`config.mk`:
```
export PLATFORM = sky130hd
export DESIGN_NAME = pwm_run_ctrl
export DESIGN_NICKNAME = d
export VERILOG_FILES = /design/src/rtl/pwm_run_ctrl.sv
export SDC_FILE = /design/constraint.sdc
export NUM_CORES = 1
export LEC_CHECK = 0
export BUFFER_PORTS_ARGS = -buffer_cell sky130_fd_sc_hd__buf_2
export CAP_MARGIN = 20
export CORE_UTILIZATION = 49
export DETAILED_ROUTE_END_ITERATION = 7
export HOLD_SLACK_MARGIN = 0.12
export PLACE_DENSITY = 0.74
export REMOVE_ABC_BUFFERS = 1
export SLEW_MARGIN = 10
export SYNTH_ARGS = -nofsm -noshare
export SYNTH_HDL_FRONTEND = slang
export SYNTH_SLANG_ARGS = --single-unit
export TNS_END_PERCENT = 20
```
`constraint.sdc`:
```
create_clock -name clk -period 6.51 [get_ports clk]
set_clock_uncertainty 0.15 [all_clocks]
set_input_delay 0.651 -clock clk [delete_from_list [all_inputs] [get_ports clk]]
set_output_delay 0.651 -clock clk [all_outputs]
set_load 0.05 [all_outputs]
```
`src/rtl/pwm_run_ctrl.sv`:
```
// rtl/pwm_run_ctrl.sv - run/stop/fault sequencer driving pwm_onoff and the gate-driver enable
// Control inputs are registered once; the trip input is synchronized and overrides every state.
module pwm_run_ctrl #(
  parameter int N_CH      = 4,
  parameter int DLY_WIDTH = 16,
  parameter int DRAIN_TO  = 65535
) (
  input  logic                      clk,
  input  logic                      reset,
  input  logic                      start,
  input  logic                      stop,
  input  logic                      fault,
  input  logic                      fault_clr,
  input  logic [N_CH*DLY_WIDTH-1:0] start_delay,
  input  logic [N_CH-1:0]           mask_event,
  output logic [N_CH-1:0]           pwm_onoff,
  output logic                      gate_en,
  output logic                      busy,
  output logic                      fault_latched,
  output logic                      drain_timeout,
  output logic [2:0]                state
);

  localparam logic [2:0] S_IDLE    = 3'd0;
  localparam logic [2:0] S_STAGGER = 3'd1;
  localparam logic [2:0] S_RUN     = 3'd2;
  localparam logic [2:0] S_DRAIN   = 3'd3;
  localparam logic [2:0] S_FAULT   = 3'd4;

  localparam int                   DW         = $clog2(DRAIN_TO + 1);
  localparam logic [DW-1:0]        DRAIN_LAST = DW'(DRAIN_TO);
  localparam logic [DLY_WIDTH-1:0] CNT_MAX    = '1;

  logic                 fault_meta_q, fault_s_q;
  logic                 start_q, stop_q, clr_q;
  logic [N_CH-1:0]      mask_q;
  logic [2:0]           state_q, state_d;
  logic [DLY_WIDTH-1:0] cnt_q, cnt_d;
  logic [DW-1:0]        drain_q, drain_d, drain_inc;
  logic [N_CH-1:0]      onoff_q, onoff_d;
  logic                 gate_q, gate_d;
  logic                 busy_q, busy_d;
  logic                 flt_q, flt_d;
  logic                 dto_q, dto_d;

  always_comb begin
    state_d   = state_q;
    cnt_d     = cnt_q;
    drain_d   = drain_q;
    onoff_d   = onoff_q;
    flt_d     = flt_q;
    dto_d     = dto_q;
    drain_inc = drain_q + DW'(1);

    if (fault_s_q) begin
      state_d = S_FAULT;
      onoff_d = '0;
      flt_d   = 1'b1;
    end else begin
      case (state_q)
        S_IDLE: begin
          if (start_q && !stop_q) begin
            state_d = S_STAGGER;
            cnt_d   = '0;
            dto_d   = 1'b0;
          end
        end
        S_STAGGER: begin
          if (stop_q) begin
            state_d = S_DRAIN;
            drain_d = '0;
          end else if (&onoff_q) begin
            state_d = S_RUN;
          end else begin
            if (cnt_q != CNT_MAX) cnt_d = cnt_q + DLY_WIDTH'(1);
            for (int i = 0; i < N_CH; i++) begin
              if (cnt_q == start_delay[i*DLY_WIDTH +: DLY_WIDTH]) onoff_d[i] = 1'b1;
            end
          end
        end
        S_RUN: begin
          if (stop_q) begin
            state_d = S_DRAIN;
            drain_d = '0;
          end
        end
        S_DRAIN: begin
          // Emptying naturally takes precedence over the timeout in the same cycle.
          if (onoff_q == '0) begin
            state_d = S_IDLE;
          end else if (drain_inc == DRAIN_LAST) begin
            state_d = S_IDLE;
            onoff_d = '0;
            dto_d   = 1'b1;
          end else begin
            drain_d = drain_inc;
            onoff_d = onoff_q & ~mask_q;
          end
        end
        S_FAULT: begin
          if (clr_q) begin
            state_d = S_IDLE;
            flt_d   = 1'b0;
          end
        end
        default: begin
          state_d = S_IDLE;
          onoff_d = '0;
        end
      endcase
    end

    gate_d = (state_d == S_STAGGER) || (state_d == S_RUN) ||
             ((state_d == S_DRAIN) && (onoff_d != '0));
    busy_d = (state_d == S_STAGGER) || (state_d == S_RUN) || (state_d == S_DRAIN);
  end

  always_ff @(posedge clk or negedge reset) begin
    if (!reset) begin
      fault_meta_q <= 1'b0;
      fault_s_q    <= 1'b0;
      start_q      <= 1'b0;
      stop_q       <= 1'b0;
      clr_q        <= 1'b0;
      mask_q       <= '0;
      state_q      <= S_IDLE;
      cnt_q        <= '0;
      drain_q      <= '0;
      onoff_q      <= '0;
      gate_q       <= 1'b0;
      busy_q       <= 1'b0;
      flt_q        <= 1'b0;
      dto_q        <= 1'b0;
    end else begin
      fault_meta_q <= fault;
      fault_s_q    <= fault_meta_q;
      start_q      <= start;
      stop_q       <= stop;
      clr_q        <= fault_clr;
      mask_q       <= mask_event;
      state_q      <= state_d;
      cnt_q        <= cnt_d;
      drain_q      <= drain_d;
      onoff_q      <= onoff_d;
      gate_q       <= gate_d;
      busy_q       <= busy_d;
      flt_q        <= flt_d;
      dto_q        <= dto_d;
    end
  end

  assign pwm_onoff     = onoff_q;
  assign gate_en       = gate_q;
  assign busy          = busy_q;
  assign fault_latched = flt_q;
  assign drain_timeout = dto_q;
  assign state         = state_q;

endmodule

```
==> results of run 1 <==
==> power by group through the flow <==
stage	Clock (mW)	Combinational, mW	Sequential (mW)
2_1_floorplan	0	0.0272	0.343
3_3_place_gp	0	0.0711	0.338
3_5_place_dp	0	0.0721	0.339
4_1_cts	0.225	0.0724	0.332
5_1_grt	0.240	0.0796	0.333
6_report	0.222	0.0720	0.333
==> cells in the mapped netlist, types with 5 or more instances <==
cell,count
dfrtp_1,52
a21o_1,5
nor3_1,9
xnor2_1,51
nand3_1,13
o41ai_1,6
o31ai_1,21
a21oi_1,9
o21ai_0,35
a31oi_1,5
clkbuf_1,20
nand4_1,17
and3_1,5
buf_2,7
nand2_1,32
nor2_1,30
nor4_1,6
xor2_1,17
and2_1,7
==> worst register-to-register path: stages, from the launching register on <==
cell and delay, ns:
dfrtp_1 0.55, ha_1 0.26, nand3_1 0.18, nor4_1 0.57
nand4_1 0.14, nand3b_1 0.57, nor2_1 0.38, mux2_2 0.35
==> state kept, by name, indices dropped and copies added, names as in the netlist, 3 cells and up <==
| name | count |
|---|---|
| pwm_onoff | 4 |
| cnt_q | 16 |
| drain_q | 16 |
| state | 3 |
| mask_q | 4 |
==> cells by family after synthesis <==
family,synth area share (%)
compound gates,17.98
xor+xnor,16.72
fa+ha+maj,1.370
buf+inv,6.006
flops,36.53
mux,0.3161
simple gates,21.07
==> worst max path at each step <==
stage                         from          end  slack (ns)  cells past startpoint
after floorplan           state[0]  drain_q[12]        3.67                      4
after global placement    cnt_q[1]     cnt_q[0]        3.46                      7
after detailed placement  cnt_q[0]     cnt_q[0]        3.31                      7
after CTS                 cnt_q[0]     cnt_q[0]        3.29                      7
after global routing      cnt_q[0]     cnt_q[0]        2.95                      7
final                     cnt_q[0]     cnt_q[0]        3.25                      7
==> cell usage in the layout (no fill, tap or decap), types with 6 or more instances in the layout <==
cell type | synthesis | routed
o21ai_0 | 35 | 35
buf_2 | 7 | 84
dfrtp_1 | 52 | 52
o41ai_1 | 6 | 6
and2_1 | 7 | 7
nor4_1 | 6 | 6
nor2_1 | 30 | 30
nor3_1 | 9 | 9
a21oi_1 | 9 | 9
nand4_1 | 17 | 17
xnor2_1 | 51 | 51
xor2_1 | 17 | 17
nand3_1 | 13 | 13
nand2_1 | 32 | 32
o31ai_1 | 21 | 21
==> routing by layer <==
| metal | wire length, um | part of all wire [%] | GRT usage (%) | up-vias |
|---|---|---|---|---|
| met5 | 0 | 0 | 0 | - |
| met4 | 203 | 2.2 | 9.687 | 0 |
| met3 | 565 | 6.2 | 4.360 | 16 |
| met2 | 4053 | 45 | 39.77 | 127 |
| met1 | 4229 | 47 | 38.33 | 1525 |
| li1 | - | - | - | 1550 |
==> through the flow <==
stage	instances	setup slack, ns	power (mW)	utilization [%]
after global routing	556	2.946	0.6535	58.24
after global placement	548	3.459	0.4094	56.63
after CTS	556	3.290	0.6295	58.24
final	556	3.246	0.6267	58.24
after detailed placement	548	3.313	0.4108	56.63
after floorplan	367	3.669	0.3706	-
==> final cells by class <==
class                   count  area (um2)
clock buffers               5       68.82
clock inverters             3       42.54
fillers                   641        2884
inverters                   4       15.01
multi-input cells         311        2047
flip-flops and latches     52        1301
well taps                  96       120.1
repair buffers             85       427.9
==> impl_results.md, run 1 <==
- Ys Warns: 0
- Final #Nets: 536
- Postcts setup bufs: 0
- CP Max Fanout: 21
- Clock buffer depth: 2
- CP Buf/Inv Count: 0
- Pwr dens: around 160 nW/um2
- Critical path arrival: roughly 3.3 ns
- Post-Route Setup TNS: 0 ns
- Critical path class: reg2reg
- Worst path required time: 6.56 ns
- Die area: around 7600 um2
- Switching Power: roughly 150 uW
- Pint: 475.2 uW
- Synth unique cells: 50
- Asr flop ratio synth: 100.0%
- Comb pwr share: a little under an eighth
- Worst-Margin Slew: slightly above 0.8 ns
- Final period util: approximately half
- GPL Wtd Cong: roughly 0.98
- Post-DP Area: 3911 um2
- Final setup vio count: 0
- CTS tree: yes
- Detailed-route vias per instance: around 5.8
- Slew Limit Headroom: between 40% and 50%
- Die height: 87.26 um
- Family with the most delay on the worst path: simple AND/OR/NAND/NOR gates
- Area grow syn2layout: 12.93%
- Critical Path End Type: flop
- Yosys reg bits: between 50 and 60
- Post-DRT Antenna Nets: 0
- P_leak: roughly 1.7 nW
- Worst skew pair latency: roughly 0.31 ns
- Largest stage delay, worst path: around 0.57 ns
- Clk sinks: 52
- Hold EP: fault_s_q
- Core area: approximately 7000 um2
- CTS HTree Levels: 2
- Peak VDD IR: 122.8 uV
- CTS root buf: clkbuf_8
- Total GRT Usage: 26.43%
- Synth top area share: 36.53%
- CTS resizes: 0
- Max cap viols: 0
- Io pins: 85
- Period minus WS final: around 3.3 ns
- Critical R2R Capture: cnt_q[0]
- First-pass GRT wire length: between 15 and 20 mm
- Row cnt: 30
- Worst hold margin: just over 0.2 ns
- CTS Buf Count: 5
- Proportion of layout cells with a drive suffix above 1: a little under a quarter
- Final Slew Violations: 0
- Drt wl/cell: 16.28 um
- Mapped cell area: 3562 um2
- Primary FF master, synth: dfrtp_1
- Initial Utilization: between 50% and 60%
- Pin count of the biggest net entering global routing: 53
- Seq/Total Area, Yosys: a little over a third
- Dominant cell type by area after synthesis: dfrtp_1
- Part of the power in registers: a little over half
- Crit path cell chain: ha_1 > nand3_1 > nor4_1 > nand4_1 > nand3b_1 > nor2_1 > mux2_2
- Post-synth EDFFs: 0
- Residual DRC count: 0
- CP max-delay cell: nor4_1
- Worst-path clk slew: 0.10 ns
- R2r startpoint: cnt_q[0]
- WL final: a little over 9 mm
- Hold Crit Depth: 0
- Die X: ~87 um
- R2R depth: 7
- Worst min path class: reg2reg
- Endpoints failing hold: 0
- Worst setup SP type: flop
- Outcome: finished, final reports clean
- F_max: 0.3063 GHz
- N_diodes: 0
- Clock power share: between 30% and 40%
- RSZ-0062 raised after global routing: false
- Hold path start: fault_meta_q
- Reg2reg setup slack: 3.25 ns
- Remaining Overflow, GRT: 0
- Drt first pass iters: 5
- DP HPWL: about 6.8 mm
- Post-Syn Instances: 402
- Sw Share: approximately a quarter
- Vias in the first global route: 3146
- Drt initial violations: 312
- # hold bufs at CTS: 0
- Final instance area: between 4000 and 5000 um2
- Initial antenna violation count: 0
- Ranking of synthesized cells by area: dfrtp_1, xnor2_1, o21ai_0
- I/O Buffers: 84
- Syn Area/Cell: slightly below 9 um2
- Total number of vias: 3218
(Power assumes the default switching activity.)
==> run 2: changes to the inputs <==
--- a/config.mk
+++ b/config.mk
@@ -10,7 +10,7 @@
 export CORE_UTILIZATION = 49
 export DETAILED_ROUTE_END_ITERATION = 7
 export HOLD_SLACK_MARGIN = 0.12
-export PLACE_DENSITY = 0.74
+export PLACE_DENSITY = 0.77
 export REMOVE_ABC_BUFFERS = 1
 export SLEW_MARGIN = 10
 export SYNTH_ARGS = -nofsm -noshare
==> constraint.sdc (replaced) <==
create_clock -name clk -period 2.9 [get_ports clk]
set_clock_uncertainty 0.15 [all_clocks]
set_input_delay 0.29 -clock clk [delete_from_list [all_inputs] [get_ports clk]]
set_output_delay 0.29 -clock clk [all_outputs]
set_load 0.05 [all_outputs]
==> run 2 against run 1 <==
Against the previous run:
- total power rose by 130%
- critical path depth rose by 2
- combinational power rose by 140%
- worst setup slack got worse by 3.1 ns
- sequential share of layout area fell by 1.7 points
- maximum frequency rose by 18%
- worst hold slack improved by 0.015 ns
- wire length rose by 2.0%
- critical path type unchanged
- critical endpoint is now gate_en
- largest cell class unchanged
- largest power group unchanged
- highest routed layer unchanged
==> impl_results.md, run 2 (synthesized netlist as in run 1, its figures left out) <==
- Worst-Margin Slew: just over 0.9 ns
- Drt wl/cell: around 16 um
- Die area: ~7600 um2
- Drt initial violations: 220
- WL final: approximately 9.2 mm
- Critical path arrival: between 2 and 3 ns
- Initial Utilization: between 50% and 60%
- Drt first pass iters: 6
- Outcome: finished, final reports clean
- Worst min path class: reg2reg
- Total number of vias: 3362
- Family with the most delay on the worst path: compound AO/OA/AOI/OAI gates
- Largest registers: cnt_q: 16 flops, drain_q: 16 flops
- N_diodes: 0
- Part of the power in registers: between 50% and 60%
- Vias in the first global route: around 3100
- Period minus WS final: between 2 and 3 ns
- Initial antenna violation count: 0
- CP max-delay cell: or4_1
- Clock power share: a little over a third
- Worst path required time: ~3.0 ns
- Crit path cell chain: ha_2 > xnor2_1 > or4_1 > a211o_1 > nor4_4 > buf_4 > o22a_4 > nor2_2 > a32oi_1
- Die X: between 80 and 90 um
- Sw Share: around 24%
- Switching Power: 351.5 uW
- Core area: about 7000 um2
- RSZ-0062 raised after global routing: false
- Worst skew pair latency: 0.31 ns
- Peak VDD IR: 318.6 uV
- Slew Limit Headroom: a little under two fifths
- First-pass GRT wire length: 15.04 mm
- CP Buf/Inv Count: 1
- CP Max Fanout: 20
- Row cnt: 30
- Remaining Overflow, GRT: 0
- Largest stage delay, worst path: around 0.49 ns
- Final period util: roughly 96%
- I/O Buffers: 84
- Clock buffer depth: 2
- Pin count of the biggest net entering global routing: 53
- Endpoints failing hold: 0
- Power Total: approximately 1.4 mW
- Die height: between 80 and 90 um
- Final Slew Violations: 0
- Max cap viols: 0
- Final #Nets: 560
- Clk sinks: 52
- Comb pwr share: between 10% and 20%
- Commonest non-fill, non-tap cell in the layout: buf_2
- Most frequent cells in the layout: buf_2, xnor2_1, dfrtp_1
- Post-Route Setup TNS: 0 ns
- Detailed-route vias per instance: just under 6
- Post-DRT Antenna Nets: 0
- DP HPWL: 6.944 mm
- Pint: 1.083 mW
- Worst hold margin: around 0.22 ns
- F_max: approximately 0.36 GHz
- Worst-path clk slew: approximately 0.1 ns
- Pwr dens: about 340 nW/um2
- P_leak: 1.828 nW
- Reg2reg setup slack: 0.12 ns
- Total GRT Usage: about a quarter
- Post-DP Area: between 4000 and 5000 um2
- CTS Buf Count: 5
- CTS tree: yes
- CTS root buf: clkbuf_8
- Critical path class: reg2reg
- Final instance area: approximately 4300 um2
- GPL Wtd Cong: between 0.9 and 1
- Proportion of layout cells with a drive suffix above 1: about 25%
- Io pins: 85
- CTS HTree Levels: 2
- Residual DRC count: 0
- Worst setup SP type: flop
- Area grow syn2layout: 19.35%
- Critical Path End Type: flop
- Final setup vio count: 0
run 2: changes by cell type in the layout (fill, tap and decap cells not counted), sizes merged:
cell / previous run / this run
buf: 85 / 100
dlygate4sd3: 0 / 9
clkinv: 1 / 0
inv: 4 / 5
run 2: final timing paths:
kind | endpoint | cells after the start | start
worst max-delay path | gate_en | 9 | drain_q[1]
worst min register to register | fault_s_q | 0 | fault_meta_q
worst min-delay path | fault_s_q | 0 | fault_meta_q
min in group asynchronous | cnt_q[5] | 3 | reset
max in group asynchronous | drain_q[1] | 3 | reset
worst max register to register | gate_en | 9 | drain_q[1]
run 2: power by group through the flow:
stage / sequential, mW / clock [mW] / combinational [mW]
3_5_place_dp: 0.760 / 0 / 0.167
4_1_cts: 0.746 / 0.523 / 0.177
6_report: 0.746 / 0.513 / 0.176
2_1_floorplan: 0.771 / 0 / 0.0610
5_1_grt: 0.748 / 0.545 / 0.192
3_3_place_gp: 0.760 / 0 / 0.163
run 2: final cells by class:
cell class,instances,area (um2)
inverter,4,15.01
fill,576,2655
multi-input combinational,311,2056
timing repair buffer,109,643.1
tap,96,120.1
clock inverter,3,46.29
sequential,52,1303
clock buffer,5,68.82
run 2: per-layer routing:
metal  global-route usage (%)  wire [um]  vias up
met4                    6.706        138        0
met2                    42.19       4506      105
met3                    3.033        509       13
met1                    35.46       4073     1652
met5                        0          0        -
li1                         -          -     1592
run 2: through the flow:
step | util (%) | cells | setup WS, ns
floorplan | - | 367 | 0.05859
global placement | 58.22 | 561 | 0.1933
detailed placement | 58.22 | 561 | 0.09961
CTS | 61.20 | 578 | 0.05836
global route | 61.56 | 580 | 0.02290
finish | 61.56 | 580 | 0.1218
run 2: what timing repair did:
action	4_1_cts	5_1_grt
setup buffers	0	2
hold buffers	9	0
gates resized for setup	0	3
endpoints found under the setup margin	0	18
endpoints found under the hold margin	60	0
==> run 3: changes to the inputs <==
--- a/config.mk
+++ b/config.mk
@@ -7,6 +7,7 @@
 export LEC_CHECK = 0
 export BUFFER_PORTS_ARGS = -buffer_cell sky130_fd_sc_hd__buf_2
 export CAP_MARGIN = 20
+export CORE_ASPECT_RATIO = 1.1
 export CORE_UTILIZATION = 49
 export DETAILED_ROUTE_END_ITERATION = 7
 export HOLD_SLACK_MARGIN = 0.12
==> run 3 against run 2 <==
Against the previous run:
- worst setup slack lost 0.024 ns
- via count down 0.92%
- global-route usage decreased by 0.70 points
- highest routed layer unchanged
- critical path type unchanged
- critical path depth did not move
- flip-flop and latch count did not move
- total power increased by 0.71%
- maximum frequency is 0.87% lower
- first-iteration DRC count increased by 9.5%
- worst hold slack better by 0.0045 ns
- combinational power hardly changed
==> impl_results.md, run 3 (synthesized netlist as in run 1, its figures left out) <==
- Critical Path End Type: flop
- Pin count of the biggest net entering global routing: 31
- Post-DP Area: approximately 4000 um2
- Slew Limit Headroom: between 30% and 40%
- Die X: 83.30 um
- Die height: approximately 90 um
- CP Max Fanout: 8
- Clk sinks: between 50 and 60
- Sw Share: a little under a quarter
- Pint: between 1 and 1.5 mW
- Initial antenna violation count: 0
- Clock buffer depth: 2
- Remaining Overflow, GRT: 0
- Final Slew Violations: 0
- Peak VDD IR: roughly 330 uV
- Clock power share: ~36%
- R2R depth: 9
- Drt wl/cell: approximately 16 um
- Die area: between 7000 and 8000 um2
- Total number of vias: ~3300
- Io pins: 85
- Worst-path clk slew: ~0.1 ns
- Switching Power: between 300 and 400 uW
- Worst min path class: reg2reg
- CTS Buf Count: 5
- CTS root buf: clkbuf_8
- Row cnt: 32
- Commonest non-fill, non-tap cell in the layout: buf_2
- Endpoints failing hold: 0
- Worst setup SP type: flop
- I/O Buffers: between 80 and 90
- DP HPWL: 6.907 mm
- CTS tree: yes
- Drt initial violations: 241
- Detailed-route vias per instance: 5.885
- Core area: around 7000 um2
- Hold Crit Depth: 0
- Max cap viols: 0
- P_leak: ~1.8 nW
- Worst skew pair latency: 0.30 ns
- Critical path class: reg2reg
- WL final: ~9.3 mm
- Final #Nets: between 500 and 600
- Final setup vio count: 0
- Largest registers: cnt_q: 16 flops, drain_q: 16 flops
- N_diodes: 0
- Period minus WS final: between 2 and 3 ns
- F_max: 0.3568 GHz
- Worst-Margin Slew: 0.9094 ns
- Residual DRC count: 0
- Total GRT Usage: about a quarter
- First-pass GRT wire length: 15.29 mm
- Comb pwr share: 12.3%
- Post-DRT Antenna Nets: 0
- Initial Utilization: 50.84%
- Most frequent cells in the layout: buf_2, xnor2_1, dfrtp_1
- Outcome: finished, final reports clean
- Part of the power in registers: between 50% and 60%
- Drt first pass iters: 5
- Vias in the first global route: just over 3000
- Final period util: between 90% and 100%
- Pwr dens: 343.7 nW/um2
- Worst path required time: roughly 2.9 ns
- Fill count: between 600 and 700
- Final instance area: about 4200 um2
- Proportion of layout cells with a drive suffix above 1: approximately 25%
- Critical path arrival: roughly 2.8 ns
- CTS HTree Levels: 2
- GPL Wtd Cong: a little under 0.9
- Area grow syn2layout: 18.02%
- Worst hold margin: between 0.2 and 0.25 ns
-- run 3: layout make-up --
cell class | count | area, um2 | share of cell area, %
multi-input combinational | 311 | 2049 | 48.75
clock inverter | 2 | 38.79 | 0.9226
timing repair buffer | 106 | 608.1 | 14.46
sequential | 52 | 1304 | 31.01
clock buffer | 6 | 82.58 | 1.964
tap | 85 | 106.4 | 2.530
inverter | 4 | 15.01 | 0.3571
-- run 3: metal layers --
| metal | GRT usage (%) | wire (um) |
|---|---|---|
| met1 | 35.35 | 4233 |
| met2 | 39.96 | 4355 |
| met3 | 3.273 | 610 |
| met4 | 5.891 | 108 |
| met5 | 0 | 0 |
-- run 3: worst paths after layout --
kind                         startpoint        end  slack, ns
setup / recovery             drain_q[0]    gate_en        0.1
hold / removal             fault_meta_q  fault_s_q       0.22
setup reg to reg             drain_q[0]    gate_en        0.1
hold reg to reg            fault_meta_q  fault_s_q       0.22
max in group asynchronous         reset  fault_s_q       1.56
min in group asynchronous         reset  mask_q[1]       0.39
-- run 3: power by group through the flow --
stage / Combinational, mW / Sequential (mW) / Clock [mW]
2_1_floorplan: 0.0610 / 0.771 / 0
3_3_place_gp: 0.164 / 0.760 / 0
3_5_place_dp: 0.169 / 0.760 / 0
4_1_cts: 0.179 / 0.746 / 0.535
5_1_grt: 0.195 / 0.748 / 0.555
6_report: 0.178 / 0.746 / 0.521
-- run 3: worst max-delay path, cell delays in order (launching register included) --
cell and delay [ns]:
dfrtp_2 0.47, ha_2 0.23, xnor2_1 0.13, or4_1 0.47, a211o_1 0.32, nor4_4 0.35
buf_4 0.19, o31ai_1 0.07, a22oi_1 0.20, a32oi_1 0.12
-- run 3: repair_timing --
item | 4_1_cts | 5_1_grt
setup endpoints to repair | 0 | 17
gates resized for setup | 0 | 3
hold buffers | 9 | 0
hold endpoints to repair | 36 | 0
buffers inserted | 0 | 2
-- run 3: stage by stage --
step	power (mW)	util (%)	instances	setup WS, ns	TNS (ns)
2_1_floorplan	0.8318	-	367	0.05859	0
3_3_place_gp	0.9235	56.70	547	0.1624	0
3_5_place_dp	0.9291	56.70	547	0.1210	0
4_1_cts	1.460	59.71	564	0.08644	0
5_1_grt	1.497	60.00	566	-0.01100	-0.01100
6_report	1.445	60.00	566	0.09748	0
